File: src/rtl/mult_arbiter.sv
// Round-robin arbiter/sequencer sharing one sequential multiplier among NUM_REQ requesters.
// Optional watchdog: define MULT_ARB_TIMEOUT_EN to add TIMEOUT_CYCLES parameter and o_err port.
//
// state   | meaning
// IDLE    | no owner; pick next requester round-robin from ptr
// ISSUE   | operands registered, raise mult_start
// WAIT    | hold mult_start until multiplier ready, then latch product
// CAPTURE | done pulse to owner, advance ptr
// RELEASE | wait for multiplier ready to fall before freeing the grant
module mult_arbiter #(
    parameter int NUM_REQ = 4,
    parameter int WIDTH   = 8
`ifdef MULT_ARB_TIMEOUT_EN
    ,
    parameter int TIMEOUT_CYCLES = 32
`endif
) (
    input  logic                       i_clk,
    input  logic                       i_reset,
    input  logic [NUM_REQ-1:0]         i_req,
    input  logic [NUM_REQ*WIDTH-1:0]   i_op_a,
    input  logic [NUM_REQ*WIDTH-1:0]   i_op_b,
    output logic [NUM_REQ-1:0]         o_grant,
    output logic [NUM_REQ-1:0]         o_done,
    output logic [2*WIDTH-1:0]         o_product,
    output logic                       o_busy,
    output logic                       o_mult_start,
    output logic [WIDTH-1:0]           o_mult_a,
    output logic [WIDTH-1:0]           o_mult_b,
    input  logic                       i_mult_ready,
    input  logic [2*WIDTH-1:0]         i_mult_product
`ifdef MULT_ARB_TIMEOUT_EN
    ,
    output logic                       o_err
`endif
);

    localparam int IDXW = (NUM_REQ > 1) ? $clog2(NUM_REQ) : 1;

    localparam logic [2:0] S_IDLE    = 3'd0;
    localparam logic [2:0] S_ISSUE   = 3'd1;
    localparam logic [2:0] S_WAIT    = 3'd2;
    localparam logic [2:0] S_CAPTURE = 3'd3;
    localparam logic [2:0] S_RELEASE = 3'd4;

    logic [2:0]           r_state;
    logic [IDXW-1:0]      r_ptr;
    logic [IDXW-1:0]      r_idx;
    logic [NUM_REQ-1:0]   r_grant;
    logic [NUM_REQ-1:0]   r_done;
    logic [2*WIDTH-1:0]   r_product;
    logic                 r_start;
    logic [WIDTH-1:0]     r_mult_a;
    logic [WIDTH-1:0]     r_mult_b;

    logic                 w_found;
    logic [IDXW-1:0]      w_sel;
    logic [IDXW-1:0]      w_ptr_next;
    int                   w_cand;

    // First set request at or above ptr, wrapping around.
    always_comb begin
        w_found = 1'b0;
        w_sel   = '0;
        w_cand  = 0;
        for (int k = 0; k < NUM_REQ; k++) begin
            w_cand = int'(r_ptr) + k;
            if (w_cand >= NUM_REQ) begin
                w_cand = w_cand - NUM_REQ;
            end
            if (!w_found && i_req[w_cand]) begin
                w_found = 1'b1;
                w_sel   = IDXW'(w_cand);
            end
        end
    end

    assign w_ptr_next = (r_idx == IDXW'(NUM_REQ - 1)) ? '0 : r_idx + 1'b1;

`ifdef MULT_ARB_TIMEOUT_EN
    localparam int TMO_W = (TIMEOUT_CYCLES > 1) ? $clog2(TIMEOUT_CYCLES + 1) : 1;

    logic [TMO_W-1:0]     r_tmo;
    logic                 r_err;

    always_ff @(posedge i_clk) begin
        if (i_reset) begin
            r_state   <= S_IDLE;
            r_ptr     <= '0;
            r_idx     <= '0;
            r_grant   <= '0;
            r_done    <= '0;
            r_product <= '0;
            r_start   <= 1'b0;
            r_mult_a  <= '0;
            r_mult_b  <= '0;
            r_tmo     <= '0;
            r_err     <= 1'b0;
        end else begin
            r_done <= '0;
            case (r_state)
                S_IDLE: begin
                    if (w_found) begin
                        r_idx    <= w_sel;
                        r_grant  <= NUM_REQ'(1) << w_sel;
                        r_mult_a <= i_op_a[w_sel*WIDTH +: WIDTH];
                        r_mult_b <= i_op_b[w_sel*WIDTH +: WIDTH];
                        r_state  <= S_ISSUE;
                    end
                end
                S_ISSUE: begin
                    r_start <= 1'b1;
                    r_tmo   <= TMO_W'(TIMEOUT_CYCLES - 1);
                    r_state <= S_WAIT;
                end
                S_WAIT: begin
                    if (i_mult_ready) begin
                        r_product <= i_mult_product;
                        r_done    <= r_grant;
                        r_start   <= 1'b0;
                        r_state   <= S_CAPTURE;
                    end else if (r_tmo == '0) begin
                        // Abort: skip this requester so it cannot stall the others.
                        r_err   <= 1'b1;
                        r_start <= 1'b0;
                        r_grant <= '0;
                        r_ptr   <= w_ptr_next;
                        r_state <= S_IDLE;
                    end else begin
                        r_tmo <= r_tmo - 1'b1;
                    end
                end
                S_CAPTURE: begin
                    r_ptr   <= w_ptr_next;
                    r_tmo   <= TMO_W'(TIMEOUT_CYCLES - 1);
                    r_state <= S_RELEASE;
                end
                S_RELEASE: begin
                    if (!i_mult_ready) begin
                        r_grant <= '0;
                        r_state <= S_IDLE;
                    end else if (r_tmo == '0) begin
                        r_err   <= 1'b1;
                        r_grant <= '0;
                        r_state <= S_IDLE;
                    end else begin
                        r_tmo <= r_tmo - 1'b1;
                    end
                end
                default: r_state <= S_IDLE;
            endcase
        end
    end

    assign o_err = r_err;
`else
    always_ff @(posedge i_clk) begin
        if (i_reset) begin
            r_state   <= S_IDLE;
            r_ptr     <= '0;
            r_idx     <= '0;
            r_grant   <= '0;
            r_done    <= '0;
            r_product <= '0;
            r_start   <= 1'b0;
            r_mult_a  <= '0;
            r_mult_b  <= '0;
        end else begin
            r_done <= '0;
            case (r_state)
                S_IDLE: begin
                    if (w_found) begin
                        r_idx    <= w_sel;
                        r_grant  <= NUM_REQ'(1) << w_sel;
                        r_mult_a <= i_op_a[w_sel*WIDTH +: WIDTH];
                        r_mult_b <= i_op_b[w_sel*WIDTH +: WIDTH];
                        r_state  <= S_ISSUE;
                    end
                end
                S_ISSUE: begin
                    r_start <= 1'b1;
                    r_state <= S_WAIT;
                end
                S_WAIT: begin
                    if (i_mult_ready) begin
                        r_product <= i_mult_product;
                        r_done    <= r_grant;
                        r_start   <= 1'b0;
                        r_state   <= S_CAPTURE;
                    end
                end
                S_CAPTURE: begin
                    r_ptr   <= w_ptr_next;
                    r_state <= S_RELEASE;
                end
                S_RELEASE: begin
                    if (!i_mult_ready) begin
                        r_grant <= '0;
                        r_state <= S_IDLE;
                    end
                end
                default: r_state <= S_IDLE;
            endcase
        end
    end
`endif

    assign o_grant      = r_grant;
    assign o_done       = r_done;
    assign o_product    = r_product;
    assign o_busy       = (r_state != S_IDLE);
    assign o_mult_start = r_start;
    assign o_mult_a     = r_mult_a;
    assign o_mult_b     = r_mult_b;

endmodule

File: config.mk
export PLATFORM = sky130hd
export DESIGN_NAME = mult_arbiter
export DESIGN_NICKNAME = d
export VERILOG_FILES = /design/src/rtl/mult_arbiter.sv
export SDC_FILE = /design/constraint.sdc
export NUM_CORES = 1
export LEC_CHECK = 0
export BUFFER_PORTS_ARGS = -buffer_cell sky130_fd_sc_hd__buf_2
export CORE_MARGIN = 2
export CORE_UTILIZATION = 40
export DETAILED_ROUTE_END_ITERATION = 10
export GPL_ROUTABILITY_DRIVEN = 0
export PLACE_DENSITY = 0.76
export SYNTH_ARGS = -nofsm -noshare
export SYNTH_HDL_FRONTEND = slang
export SYNTH_SLANG_ARGS = --single-unit
File: constraint.sdc
create_clock -name i_clk -period 1.5 [get_ports i_clk]
set_input_delay 0 -clock i_clk [delete_from_list [all_inputs] [get_ports i_clk]]
set_output_delay 0 -clock i_clk [all_outputs]
set_load 0.02 [all_outputs]
# ---- Word-level counts from Yosys, hierarchy flattened
# Cells that the tools add are included.
dict set report totals {
  regBits 48
}
dict set report classes {
  addsub 8
  n_lt_le_gt_ge 8
  n_eq_ne 8
  shifts 3
  muxes 34
  n_bitwise 1
  n_reduce_logical 16
}
# op count
set ops {}
lappend ops {{32-bit by 4-bit less-than comparator with 1-bit output (second input constant)} 4}
lappend ops {{32-bit 2-to-1 mux} 4}
lappend ops {{32-bit by 6-bit variable part select with 8-bit output} 2}
lappend ops {{3-bit case mux with 5 select lines} 1}
lappend ops {{1-bit 2-to-1 mux} 13}
lappend ops {{3-bit by 3-bit subtractor with 4-bit output (second input constant)} 3}
lappend ops {{2-bit 2-to-1 mux} 5}
lappend ops {{3-bit >= comparator (second input constant)} 3}
lappend ops {{3-bit 2-to-1 mux} 3}
lappend ops {{1-bit binary-select mux with 2-bit select} 4}
lappend ops {{4-bit 2-to-1 mux} 2}
lappend ops {{4-bit case mux with 2 select lines} 1}
lappend ops {{2-bit AND reduction} 4}
lappend ops {{2-bit by 2-bit adder with 3-bit output (second input constant)} 2}
lappend ops {{3-bit by 2-bit == test with 1-bit output (second input constant)} 2}
lappend ops {{2-bit != test (second input constant)} 3}
lappend ops {{2-bit nonzero test} 2}
lappend ops {{1-bit by 2-bit << shifter with 4-bit output (first input constant)} 1}
lappend ops {{2-bit by 3-bit subtractor with 4-bit output (second input constant)} 1}
lappend ops {{2-bit by 1-bit adder with 3-bit output (second input constant)} 1}
lappend ops {{3-bit by 1-bit == test with 1-bit output (second input constant)} 1}
lappend ops {{3-bit == test (second input constant)} 1}
lappend ops {{2-bit by 3-bit >= comparator with 1-bit output (second input constant)} 1}
lappend ops {{1-bit logical AND} 3}
lappend ops {{9 further kinds} 11}

# ---- Depth between registers and ports, before layout
dict set report logic_depth {
  word_depth 18
  depth_mapped 8
  depth_no_buf 5
}

# ---- Worst setup path after synthesis
# Ideal clock, no wire load.
dict set report synth_timing {
  kind {reg2reg}
  from {register r_ptr[1]}
  to {register r_mult_a[2], in the netlist o_mult_a[2]}
  setup_ps 124
  arrival_time_ps 1435
  required_ps 1376
  setup_slack_ps -59
  path_stages_with_launch 9
  n_path_buf 3
  synth_period_minus_slack_ps 1559
  cell_sequence {dfxtp_1 > buf_4 > inv_1 > a21oi_1 > o221a_2 > buf_4 > buf_4 > mux2i_1 > o22ai_1}
}
dict set report synth_between {
  elab_chain_cells 16
  elab_cells_between_ends 43
}
# item line
set synth_lines {}
lappend synth_lines {{from (decl)} 47} ;# logic [IDXW-1:0] r_ptr;
lappend synth_lines {{from (signal assigned)} 193} ;# r_ptr <= w_ptr_next;
lappend synth_lines {{branches (longest 16 deep; another with 3-bit by 3-bit subtractor with 4-bit output)} --}
lappend synth_lines {{to (signal assigned)} 175} ;# r_mult_a <= i_op_a[w_sel*WIDTH +: WIDTH];
lappend synth_lines {{to (decl)} 53} ;# logic [WIDTH-1:0] r_mult_a;
# Parallel ways; which one is timed is not known. The select of a mux whose other input is x is not followed.
# A chain may end at the register's enable or synchronous reset.

# ---- Worst setup path in the final report
dict set report layout_timing {
  from {register r_ptr[1]}
  to {register r_mult_b[4], in the netlist o_mult_b[4]}
}
dict set report layout_between {
  elab_chain_cells 16
  elab_cells_between_ends 43
}
# item line
set layout_lines {}
lappend layout_lines {{branches (longest 16 deep; another with 3-bit by 3-bit subtractor with 4-bit output)} --}
lappend layout_lines {{to (signal assigned)} 176} ;# r_mult_b <= i_op_b[w_sel*WIDTH +: WIDTH];
lappend layout_lines {{to (decl)} 54} ;# logic [WIDTH-1:0] r_mult_b;
# Parallel ways; which one is timed is not known. The select of a mux whose other input is x is not followed.

==> summary.md <==
| Metric | Value |
|---|---|
| Number of buffers created by CTS | `5` |
| Max-Cap Viols | `0` |
| Seq/Total Area, Yosys | `0.4051` |
| Fillers | `roughly 460` |
| Register area | `965.9 sq um` |
| Core Region | `~5800 sq um` |
| Crit Path Class | `register to register` |
| Unique masters post-synth | `39` |
| Area of the multi-input gates | `1356 sq um` |
| Crit-path cells | `buf_6 > a41oi_4 > o21ai_4 > buf_8 > a221o_1 > o2bb2ai_2` |
| DRT iter0 DRCs | `150` |
| Post-Route WL | `about 8300 um` |
| Clock group share of total power | `0.207` |
| Row cnt | `28` |
| Critical path arrival | `between 1.5 and 2 ns` |
| Sw Pwr | `1355 uW` |
| Slew margin rel. | `0.7533` |
| GR Layer Usage met1 | `0.2713` |
| Commonest non-fill, non-tap cell in the layout | `buf_2` |
| Area after DPL | `3252 sq um` |
| Switching share of power | `0.3436` |
| Synth Net Count | `362` |
| Lkg Pwr | `0.001762 uW` |
| Post-DR wirelength/cell | `between 15 and 20 um` |
| Status | `complete, but fails checks` |
| Initial core utilization | `0.4079` |
| Syn Area/Cell | `8.658 sq um` |
| Violated checks | `hold timing, setup timing` |
| Routed vias | `2842` |
| Die Y | `81.01 um` |
| Grt ovf | `0` |
| CP max stage cell | `dfxtp_4` |
| Met2 GRT Util | `0.4298` |
| Reg2reg setup slack | `-0.06 ns` |
| FF+latch count, synth | `48` |
| Vias per std cell | `5.312` |
| Seq pwr share | `0.389` |
| Largest net degree at the start of global routing | `28` |
| Worst-Margin Slew | `0.3673 ns` |
| TritonCTS clock tree | `done` |
| Initial antenna violation count | `0` |
| Final ANT Viol Nets | `0` |
| Clock Sinks | `48` |
| RSZ-0062 raised after global routing | `true` |
| Gr busiest metal | `met2` |
| CP max FO | `7` |
| Ratio of cells with drive above 1 in the final layout | `0.4109` |
| Fin Clk Skew | `just over 0.009 ns` |
| Setup_tns | `-0.1794 ns` |
| Die X | `81.01 um` |
| Peak VDD IR | `0.0005359 V` |
| Buffers on Ports | `~130` |
| First-pass GRT wire length | `12160 um` |
| P per Cell Area | `1017 nW/um^2` |
| Total Routing Usage GR | `0.2381` |
| Final hold viol count | `1` |
| Internal power | `2587 uW` |
| Post-Synthesis Cell Area | `2372 sq um` |
| Post-Syn Instances | `274` |
| Vias in the first global route | `2742` |
| Post-route cell area | `3875 sq um` |
| Most frequent cells in the layout | `buf_2, nand2_1, dfxtp_1` |
| Slew Viols, Final | `0` |
| Final Cycle Share | `1.038` |
| Final Power | `3942 uW` |
| Setup ws final | `-0.05752 ns` |
| Reg clk slew, reported paths | `around 0.090 ns` |
| Ports | `129` |
| # diodes | `0` |
| Yosys top cell area share | `0.4051` |
| Final #Nets | `547` |
| Met3 Use GR | `0.04889` |
| Max Freq | `642.0 MHz` |
| CP Capture Type | `register` |
| Yosys top cell by area | `dfxtp_1` |
| CP peak stage delay | `0.36 ns` |
| DP HPWL | `5080 um` |
| Layout area overhead | `63.34%` |
| Area of the die | `6563 sq um` |
| CP Launch Type | `register` |
| Tmin final | `1.558 ns` |
| Hold_ws | `-0.01030 ns` |
| Hold Crit Class | `primary input to register` |
| Residual DRC | `0` |
| Largest cells by area after synthesis | `dfxtp_1, nand2_1, mux2i_1` |
| Setup-failing EPs final | `11` |
| Htree depth | `2` |
| Drt pass-1 iters | `4` |
| Worst EP required | `1.70 ns` |
| CTS Buffer Depth | `2` |
| Clk root buf | `clkbuf_8` |
| Yosys warns | `0` |
| Worst-skew pair later-pin latency | `around 0.30 ns` |
| Comb pwr share | `0.403` |
[metal layers]
metal  share of wire  routed length [um]
met1            0.40                3297
met2            0.50                4171
met5               0                   0
met4           0.042                 351
met3           0.054                 449
[cells in the mapped netlist, drive strengths merged]
| library cell | n |
|---|---|
| nand2 | 54 |
| a22oi | 4 |
| a221o | 14 |
| nor4 | 1 |
| mux2i | 18 |
| o32a | 1 |
| nor3b | 1 |
| inv | 4 |
| buf | 11 |
| o22ai | 2 |
| a221oi | 2 |
| nor2 | 11 |
| and3 | 4 |
| a21oi | 27 |
| nor2b | 4 |
| o2bb2ai | 14 |
| o221a | 3 |
| and2 | 1 |
| xnor2 | 1 |
| or4 | 1 |
| nand3b | 1 |
| nor3 | 4 |
| o21a | 14 |
| dfxtp | 48 |
| o211ai | 1 |
| nand2b | 3 |
| a41oi | 1 |
| nand3 | 3 |
| ha | 1 |
| clkbuf | 11 |
| o21ai | 7 |
| or2 | 2 |
[critical path: cells and delay by family (launching register included)]
kind | cells | cell delay [ns]
AO/OA/AOI/OAI | 4 | 0.81
flip-flops | 1 | 0.36
buffers and inverters | 2 | 0.28
[sequential cells by signal (all words and copies together), names as in the netlist]
name	cells
r_state	3
o_mult_a	8
o_mult_b	8
o_grant	4
r_ptr	2
o_done	4
o_product	16
r_idx	2
o_mult_start	1
[power by group through the flow]
stage / clock (uW) / combinational, uW / sequential, uW
6_report: 817 / 1590 / 1540
5_1_grt: 873 / 1700 / 1550
4_1_cts: 816 / 1540 / 1530
3_5_place_dp: 0 / 1410 / 1560
3_3_place_gp: 0 / 1390 / 1560
2_1_floorplan: 0 / 707 / 1710
[layout make-up]
| cell class | instances | area share |
|---|---|---|
| clock inverter | 1 | 0.001937 |
| tap | 75 | 0.02422 |
| inverter | 4 | 0.003875 |
| sequential | 48 | 0.2493 |
| multi-input combinational | 200 | 0.3500 |
| clock buffer | 7 | 0.02228 |
| timing repair buffer | 200 | 0.3484 |
[timing repair]
| action | CTS | global route |
|---|---|---|
| setup endpoints to repair | 16 | 18 |
| hold endpoints to repair | 30 | 0 |
| hold buffers | 40 | 0 |
| resized for setup | 17 | 7 |
| buffers inserted | 5 | 2 |
| pin swaps | 15 | 2 |
[cells by family after synthesis]
kind of cell | count (synthesis) | synth area share
AOI/OAI and AO/OA | 90 | 0.2790
and+or+nand+nor | 90 | 0.1725
DFF | 48 | 0.4051
buffers and inverters | 26 | 0.05854
muxes | 18 | 0.07595
xor gates and xnor gates | 1 | 0.003693
adders and majority gates | 1 | 0.005273
[worst paths after layout]
kind,startpoint,end,cells after the start
worst max register to register,r_ptr[1],o_mult_b[4],6
worst min register to register,o_product[12],o_product[12],2
worst min-delay path,i_op_a[2],o_mult_a[2],3
worst max-delay path,r_ptr[1],o_mult_b[4],6
[per-stage QoR]
stage	util	setup slack, ns	hold slack, ns	instances
after floorplan	-	-0.01046	0.1360	274
after global placement	0.5592	-0.005720	0.2419	481
after detailed placement	0.5592	-0.07893	0.2469	481
after CTS	0.6596	-0.05151	0.0003998	534
after global routing	0.6663	-0.09745	0.008656	535
final	0.6663	-0.05752	-0.01030	535
No activity file was read; power rests on OpenSTA's default activity.
